$ cat config.mk
export PLATFORM = sky130hd
export DESIGN_NAME = taillight_scheduler
export DESIGN_NICKNAME = d
export VERILOG_FILES = /design/src/rtl/taillight_scheduler_pkg.sv /design/src/rtl/taillight_step_div.sv /design/src/rtl/taillight_scheduler.sv
export SDC_FILE = /design/constraint.sdc
export NUM_CORES = 1
export LEC_CHECK = 0
export ABC_AREA = 1
export BUFFER_PORTS_ARGS = -buffer_cell sky130_fd_sc_hd__buf_2
export CORE_MARGIN = 10
export CORE_UTILIZATION = 55
export CTS_CLUSTER_DIAMETER = 30
export DETAILED_ROUTE_END_ITERATION = 8
export PLACE_DENSITY = 0.91
export SYNTH_ARGS = -nofsm -noshare
export SYNTH_HDL_FRONTEND = slang
export SYNTH_HIERARCHICAL = 1
export SYNTH_SLANG_ARGS = --single-unit
$ cat constraint.sdc
create_clock -name CLOCK_50 -period 4.03 [get_ports CLOCK_50]
set_input_delay 0.2015 -clock CLOCK_50 [delete_from_list [all_inputs] [get_ports CLOCK_50]]
set_output_delay 0.2015 -clock CLOCK_50 [all_outputs]
set_load 0.01 [all_outputs]
$ cat src/rtl/taillight_scheduler_pkg.sv
// ---------------------------------------------------------------------------
// taillight_scheduler_pkg
// Shared definitions for the taillight sequencing controller:
//   - mode_t      : latched lamp mode (IDLE / LEFT / RIGHT / BOTH)
//   - L_P0..L_P3  : left-side sweep patterns, LEDG[7:5] order
//   - R_P0..R_P3  : right-side sweep patterns, LEDG[2:0] order
//   - BRAKE_ON    : steady brake pattern, LAMPS_OFF : all dark
//   - helpers     : phase-to-pattern lookups and the request arbiter
// ---------------------------------------------------------------------------
package taillight_scheduler_pkg;

    typedef enum logic [1:0] {
        MODE_IDLE  = 2'b00,
        MODE_LEFT  = 2'b01,
        MODE_RIGHT = 2'b10,
        MODE_BOTH  = 2'b11
    } mode_t;

    // Left side lights inner to outer.
    localparam logic [2:0] L_P0 = 3'b000;
    localparam logic [2:0] L_P1 = 3'b001;
    localparam logic [2:0] L_P2 = 3'b011;
    localparam logic [2:0] L_P3 = 3'b111;

    // Right side is the mirror image of the left.
    localparam logic [2:0] R_P0 = 3'b000;
    localparam logic [2:0] R_P1 = 3'b100;
    localparam logic [2:0] R_P2 = 3'b110;
    localparam logic [2:0] R_P3 = 3'b111;

    localparam logic [2:0] BRAKE_ON  = 3'b111;
    localparam logic [2:0] LAMPS_OFF = 3'b000;

    function automatic logic [2:0] left_pattern(input logic [1:0] phase);
        logic [2:0] pat;
        case (phase)
            2'd0:    pat = L_P0;
            2'd1:    pat = L_P1;
            2'd2:    pat = L_P2;
            default: pat = L_P3;
        endcase
        return pat;
    endfunction

    function automatic logic [2:0] right_pattern(input logic [1:0] phase);
        logic [2:0] pat;
        case (phase)
            2'd0:    pat = R_P0;
            2'd1:    pat = R_P1;
            2'd2:    pat = R_P2;
            default: pat = R_P3;
        endcase
        return pat;
    endfunction

    // Hazard dominates, then a simultaneous left+right request, then the
    // single-side requests.
    function automatic mode_t arbitrate(input logic hazard,
                                        input logic left,
                                        input logic right);
        mode_t m;
        if (hazard)
            m = MODE_BOTH;
        else if (left && right)
            m = MODE_BOTH;
        else if (left)
            m = MODE_LEFT;
        else if (right)
            m = MODE_RIGHT;
        else
            m = MODE_IDLE;
        return m;
    endfunction

endpackage

$ cat src/rtl/taillight_step_div.sv
// ---------------------------------------------------------------------------
// taillight_step_div
// Tick divider: issues a one-cycle advance on every STEP_TICKS-th tick.
// Ports:
//   CLOCK_50 : system clock
//   rst_n    : asynchronous active-low reset
//   tick     : one-cycle pulse from the timing generator
//   clr      : holds the count at zero (scheduler idle with no request)
//   advance  : combinational pulse, coincident with the qualifying tick
// ---------------------------------------------------------------------------
module taillight_step_div #(
    parameter int STEP_TICKS = 1,
    parameter int TICK_W     = 4
) (
    input  logic CLOCK_50,
    input  logic rst_n,
    input  logic tick,
    input  logic clr,
    output logic advance
);

    localparam logic [TICK_W-1:0] LAST_COUNT = TICK_W'(STEP_TICKS - 1);

    logic [TICK_W-1:0] count;

    // Advance is combinational so that STEP_TICKS=1 gives advance == tick
    // with no extra latency.
    assign advance = tick && !clr && (count == LAST_COUNT);

    always_ff @(posedge CLOCK_50 or negedge rst_n) begin
        if (!rst_n) begin
            count <= '0;
        end else if (clr) begin
            count <= '0;
        end else if (tick) begin
            if (count == LAST_COUNT)
                count <= '0;
            else
                count <= count + 1'b1;
        end
    end

endmodule

$ cat src/rtl/taillight_scheduler.sv
// ---------------------------------------------------------------------------
// taillight_scheduler
// Arbitrates turn / hazard / brake requests into one lamp mode and steps the
// three-lamp sweep. Mode changes only happen at phase 0, so a sweep is never
// cut short. All outputs are registered.
// Ports:
//   CLOCK_50    : system clock, 50 MHz
//   rst_n       : asynchronous active-low reset
//   tick        : one-cycle timing pulse
//   left_req    : debounced left-turn level
//   right_req   : debounced right-turn level
//   hazard_req  : debounced hazard level
//   brake_req   : debounced brake level
//   left_lamps  : LEDG[7:5]
//   right_lamps : LEDG[2:0]
//   mode        : latched mode (00 IDLE, 01 LEFT, 10 RIGHT, 11 BOTH)
//   busy        : high while the sweep phase is non-zero
// ---------------------------------------------------------------------------
module taillight_scheduler #(
    parameter int STEP_TICKS = 1,
    parameter int TICK_W     = 4
) (
    input  logic       CLOCK_50,
    input  logic       rst_n,
    input  logic       tick,
    input  logic       left_req,
    input  logic       right_req,
    input  logic       hazard_req,
    input  logic       brake_req,
    output logic [2:0] left_lamps,
    output logic [2:0] right_lamps,
    output logic [1:0] mode,
    output logic       busy
);

    import taillight_scheduler_pkg::*;

    mode_t      mode_q, mode_d;
    logic [1:0] phase_q, phase_d;
    logic       hazard_q, hazard_d;
    logic [2:0] left_d, right_d;
    logic       any_req;
    logic       div_clr;
    logic       advance;

    assign any_req = left_req || right_req || hazard_req;

    // Keep the divider parked while nothing is happening so the first
    // advance is counted from the moment a request shows up.
    assign div_clr = (mode_q == MODE_IDLE) && (phase_q == 2'd0) && !any_req;

    taillight_step_div #(
        .STEP_TICKS (STEP_TICKS),
        .TICK_W     (TICK_W)
    ) u_step_div (
        .CLOCK_50 (CLOCK_50),
        .rst_n    (rst_n),
        .tick     (tick),
        .clr      (div_clr),
        .advance  (advance)
    );

    // Next-state: arbitrate only at phase 0, otherwise just walk the sweep.
    always_comb begin
        mode_d   = mode_q;
        phase_d  = phase_q;
        hazard_d = hazard_q;
        if (advance) begin
            if (phase_q == 2'd0) begin
                mode_d   = arbitrate(hazard_req, left_req, right_req);
                hazard_d = hazard_req;
                phase_d  = (mode_d != MODE_IDLE) ? 2'd1 : 2'd0;
            end else begin
                phase_d = phase_q + 2'd1;
            end
        end
    end

    // Lamp mux works on the next state so the lamp registers change on the
    // same edge as the phase. A side that is part of the sweep always shows
    // its pattern; an unused side shows brake unless hazard owns both sides.
    always_comb begin
        logic left_sel;
        logic right_sel;
        logic brake_shown;
        left_sel    = (mode_d == MODE_LEFT)  || (mode_d == MODE_BOTH);
        right_sel   = (mode_d == MODE_RIGHT) || (mode_d == MODE_BOTH);
        brake_shown = brake_req && !((mode_d == MODE_BOTH) && hazard_d);
        if (left_sel)
            left_d = left_pattern(phase_d);
        else if (brake_shown)
            left_d = BRAKE_ON;
        else
            left_d = LAMPS_OFF;
        if (right_sel)
            right_d = right_pattern(phase_d);
        else if (brake_shown)
            right_d = BRAKE_ON;
        else
            right_d = LAMPS_OFF;
    end

    // Single state/output register bank; reset blanks the lamps at once.
    always_ff @(posedge CLOCK_50 or negedge rst_n) begin
        if (!rst_n) begin
            mode_q      <= MODE_IDLE;
            phase_q     <= 2'd0;
            hazard_q    <= 1'b0;
            left_lamps  <= LAMPS_OFF;
            right_lamps <= LAMPS_OFF;
            busy        <= 1'b0;
        end else begin
            mode_q      <= mode_d;
            phase_q     <= phase_d;
            hazard_q    <= hazard_d;
            left_lamps  <= left_d;
            right_lamps <= right_d;
            busy        <= (phase_d != 2'd0);
        end
    end

    assign mode = mode_q;

endmodule

==> flow_summary.toml <==
[sta]
rsz0062_at_grt = "no"
min_period_ns = 2.164
max_freq_mhz = 462.1
timing.final.max_slew_violations = 0
final.setup.tns_ns = 0
timing_worst_slew_pin_value_ns = 0.4492
report.final.setup_viol = 0
hold_violations = 0
fin_crit_sh_pct = 53.70
worst_slew_margin_rel_pct = 69.83
final_setup_skew_ns = 0.001666

[run_status]
outcome = "complete, no violations"

[logic_synthesis]
postSynthNetCount = 97
yosys.area_share.xor_xnor_pct = 1.171
synth_top_family_by_area = "simple AND/OR/NAND/NOR gates"
syn_area_um2 = 748.2
synth-adder-area-share_pct = 5.017
synth_warnings = 6
synth_cell_type_count = 20
fraction_of_the_mapped_netlist_area_in_compound_gates_pct = 9.030
yosys.area_share.simple_pct = 26.09
synth.yosys.seq_area_share_pct = 50.17
synth_cells = 87
avgSynthCellArea_um2 = 8.600
ys_ff_latch = 15
synthMuxAreaShare_pct = 0

[critical_path]
critical_path_buf_inv_count = 2
cell_repeated_most_along_the_worst_path = "nand2_1"
crit_arrival_ns = 2.35
regToRegStartpoint = "phase_q[0]$_DFF_PN0_"
worst_path_largest_cell_delay_ns = 0.41
critical_path.slowest_cell = "dfrtp_1"
endpoint_type_of_the_worst_setup_path = "flip-flop"
crit_path_kind = "flip-flop to flip-flop"
cp-startpoint = "phase_q[0]$_DFF_PN0_"
crit_path_max_fanout = 5
req_time_crit_path_ns = 4.22
cpLargestDelayFamily = "simple AND/OR/NAND/NOR gates"
timing.critical_path.cells = "inv_1 > ha_1 > inv_1 > nor2_1 > nand2_1 > nor3_1 > nor3_1 > o21ai_1 > nand3_2 > nand2_1 > nand2_1"
category_of_the_worst_setup_path_launch_point = "flip-flop"
reg2reg_setup_slack_ns = 1.87

[clock_tree]
tritoncts_num_sinks = 15
clock_path_buffers = 2
post_cts_resize_count = 0
num_cts_buffers = 3
clock_latency_ns = 0.29
tritoncts = "yes"
cts.htree.levels = 1
cts-root-buf = "clkbuf_4"
path_clk_slew_ns = 0.09

[power_and_ir_drop]
p_int_w = 0.0003807
p_seq_share_pct = 39.0
powerDensity_mw_per_mm2 = 759.1
netSwitchingPower_w = 0.0002870
leak_pwr_nw = 0.4752
p_comb_share_pct = 47.9
switching_share_pct = 42.99
worst_ir_drop_vdd_mv = 0.3546
clkPwrFrac_pct = 13.1
power.total_w = 0.0006677

[drt]
vias = 596
drt_first_iter_violations = 4
post_drt_via_cell_ratio = 4.885
postRouteAntennaNets = 0
drcViolationCount = 0
first_pass_iters = 4
wirelength_mm = 1.437
drt-wirelength-per-cell_um = 11.78

[grt]
number_of_global_route_vias_before_repair = 655
grt_max_degree = 16
grt_first_pass_wirelength_mm = 2.642
grtUsageTotal_pct = 10.36
grt-ovfl-total = 0
antenna_found_initial = 0

[die]
placement_rows = 13
dieArea_mm2 = 0.003236
design.portCount = 16
horizontal_die_dimension_um = 56.89
chipHeight_um = 56.89
start_util_pct = 58.23
core-area_mm2 = 0.001285

[layout]
synthToLayoutAreaGrowth_pct = 17.56
final.fill_count = 106
final_layout_size_suffix_gt1_share_pct = 31.78
finalNetCount = 118
diodes = 0

[place]
post-dp-hpwl_mm = 1.153
port_buffers = 15
gp_congestion = 0.7987

[flow_run]
drv_cap = 0

[min_path]
hold_path_class = "primary input to flip-flop"
hold_path_startpoint = "brake_req"
routing by layer:
layer | vias up | routed length, µm | GRT usage, %
li1 | 304 | - | -
met1 | 276 | 578 | 9.299
met5 | - | 0 | 0
met2 | 11 | 736 | 17.83
met3 | 5 | 84 | 5.393
met4 | 0 | 38 | 6.376
tightest hold or removal path, delay by kind of cell:
kind                   cells  cell delay [ns]
AND/OR/NAND/NOR            2             0.12
buffers and inverters      1             0.09
Yosys cell counts:
library cell	n	area, µm²
nor2_1	7	26.28
nor3_1	2	10.01
nor2_2	1	6.260
nand2_4	1	11.26
nand4_1	1	6.260
o21ai_2	1	8.760
xnor2_1	1	8.760
nand2_2	7	43.79
o21ai_1	4	20.02
nand2_1	19	71.32
a21oi_2	1	8.760
ha_1	3	37.54
inv_1	16	60.06
nand3_2	1	10.01
o21bai_2	1	11.26
o21ai_0	2	10.01
inv_2	1	3.750
dfrtp_1	15	375.4
nand3_1	2	10.01
o21a_2	1	8.760
power groups by stage:
| stage | Combinational, W | Clock [W] | Sequential, W |
|---|---|---|---|
| 2_1_floorplan | 0.000209 | 0 | 0.000280 |
| 3_3_place_gp | 0.000309 | 0 | 0.000261 |
| 3_5_place_dp | 0.000323 | 0 | 0.000264 |
| 4_1_cts | 0.000326 | 0.0000934 | 0.000261 |
| 5_1_grt | 0.000366 | 0.0000995 | 0.000272 |
| 6_report | 0.000320 | 0.0000876 | 0.000260 |
kinds of logic after synthesis:
group | after synthesis
DFF | 15
AOI/OAI and AO/OA | 10
buffers and inverters | 17
and+or+nand+nor | 41
adders and majority gates | 3
xor gates and xnor gates | 1
placed cells by master, fill, tap and decap left out:
cell type      instances
nand3_2                1
o21ai_1                4
nand2_1               19
xnor2_1                1
dfrtp_1               15
clkbuf_4               3
nand3_1                2
nand2_4                1
o21bai_2               1
o21ai_0                2
buf_2                 15
ha_1                   3
nor3_1                 2
o21ai_2                1
nor2_2                 1
inv_1                 16
a21oi_2                1
nand4_1                1
clkinv_2               1
dlygate4sd3_1          1
nor2_1                 7
nand2_2                7
inv_2                  1
o21a_2                 1
timing repair:
item | 4_1_cts | 5_1_grt
hold buffers | 1 | 0
hold endpoints to repair | 15 | 0
setup buffers | 0 | 0
sequential cells by signal (all words and copies together), names as in the netlist:
name	cells
phase_q	2
right_lamps	3
busy	1
u_step_div/count	4
left_lamps	3
mode	2
path summary, 6_finish.rpt:
path | endpoint | depth (start not counted)
min in group asynchronous | u_step_div/count[1]$_DFFE_PN0P_ | 2
worst max register to register | left_lamps[0]$_DFF_PN0_ | 11
worst max-delay path | left_lamps[0]$_DFF_PN0_ | 11
max in group asynchronous | phase_q[1]$_DFF_PN0_ | 2
worst min-delay path | right_lamps[0]$_DFF_PN0_ | 3
worst min register to register | u_step_div/count[0]$_DFFE_PN0P_ | 1
metrics by stage:
| step | cell area [µm²] | hold WS, ns | util [%] | setup slack, ns | instances |
|---|---|---|---|---|---|
| finish | 879.6 | 0.1487 | 68.45 | 1.866 | 122 |
| global route | 879.6 | 0.1618 | 68.45 | 1.576 | 122 |
| CTS | 879.6 | 0.1341 | 68.45 | 1.870 | 122 |
| detailed placement | 842.1 | 0.1188 | 65.53 | 1.906 | 117 |
| global placement | 842.1 | 0.1114 | 65.53 | 1.927 | 117 |
| floorplan | 748.2 | -0.09409 | - | 2.153 | 87 |
cell type report:
type	instances	area, µm²	area share [%]
flip-flops and latches	15	375.4	42.67
multi-input cells	55	309.0	35.14
repair buffers	16	85.08	9.673
inverters	17	63.81	7.255
clock buffers	3	22.52	2.560
well taps	15	18.77	2.134
clock inverters	1	5.005	0.5690
Note: power is estimated with default switching activity, not from simulation.
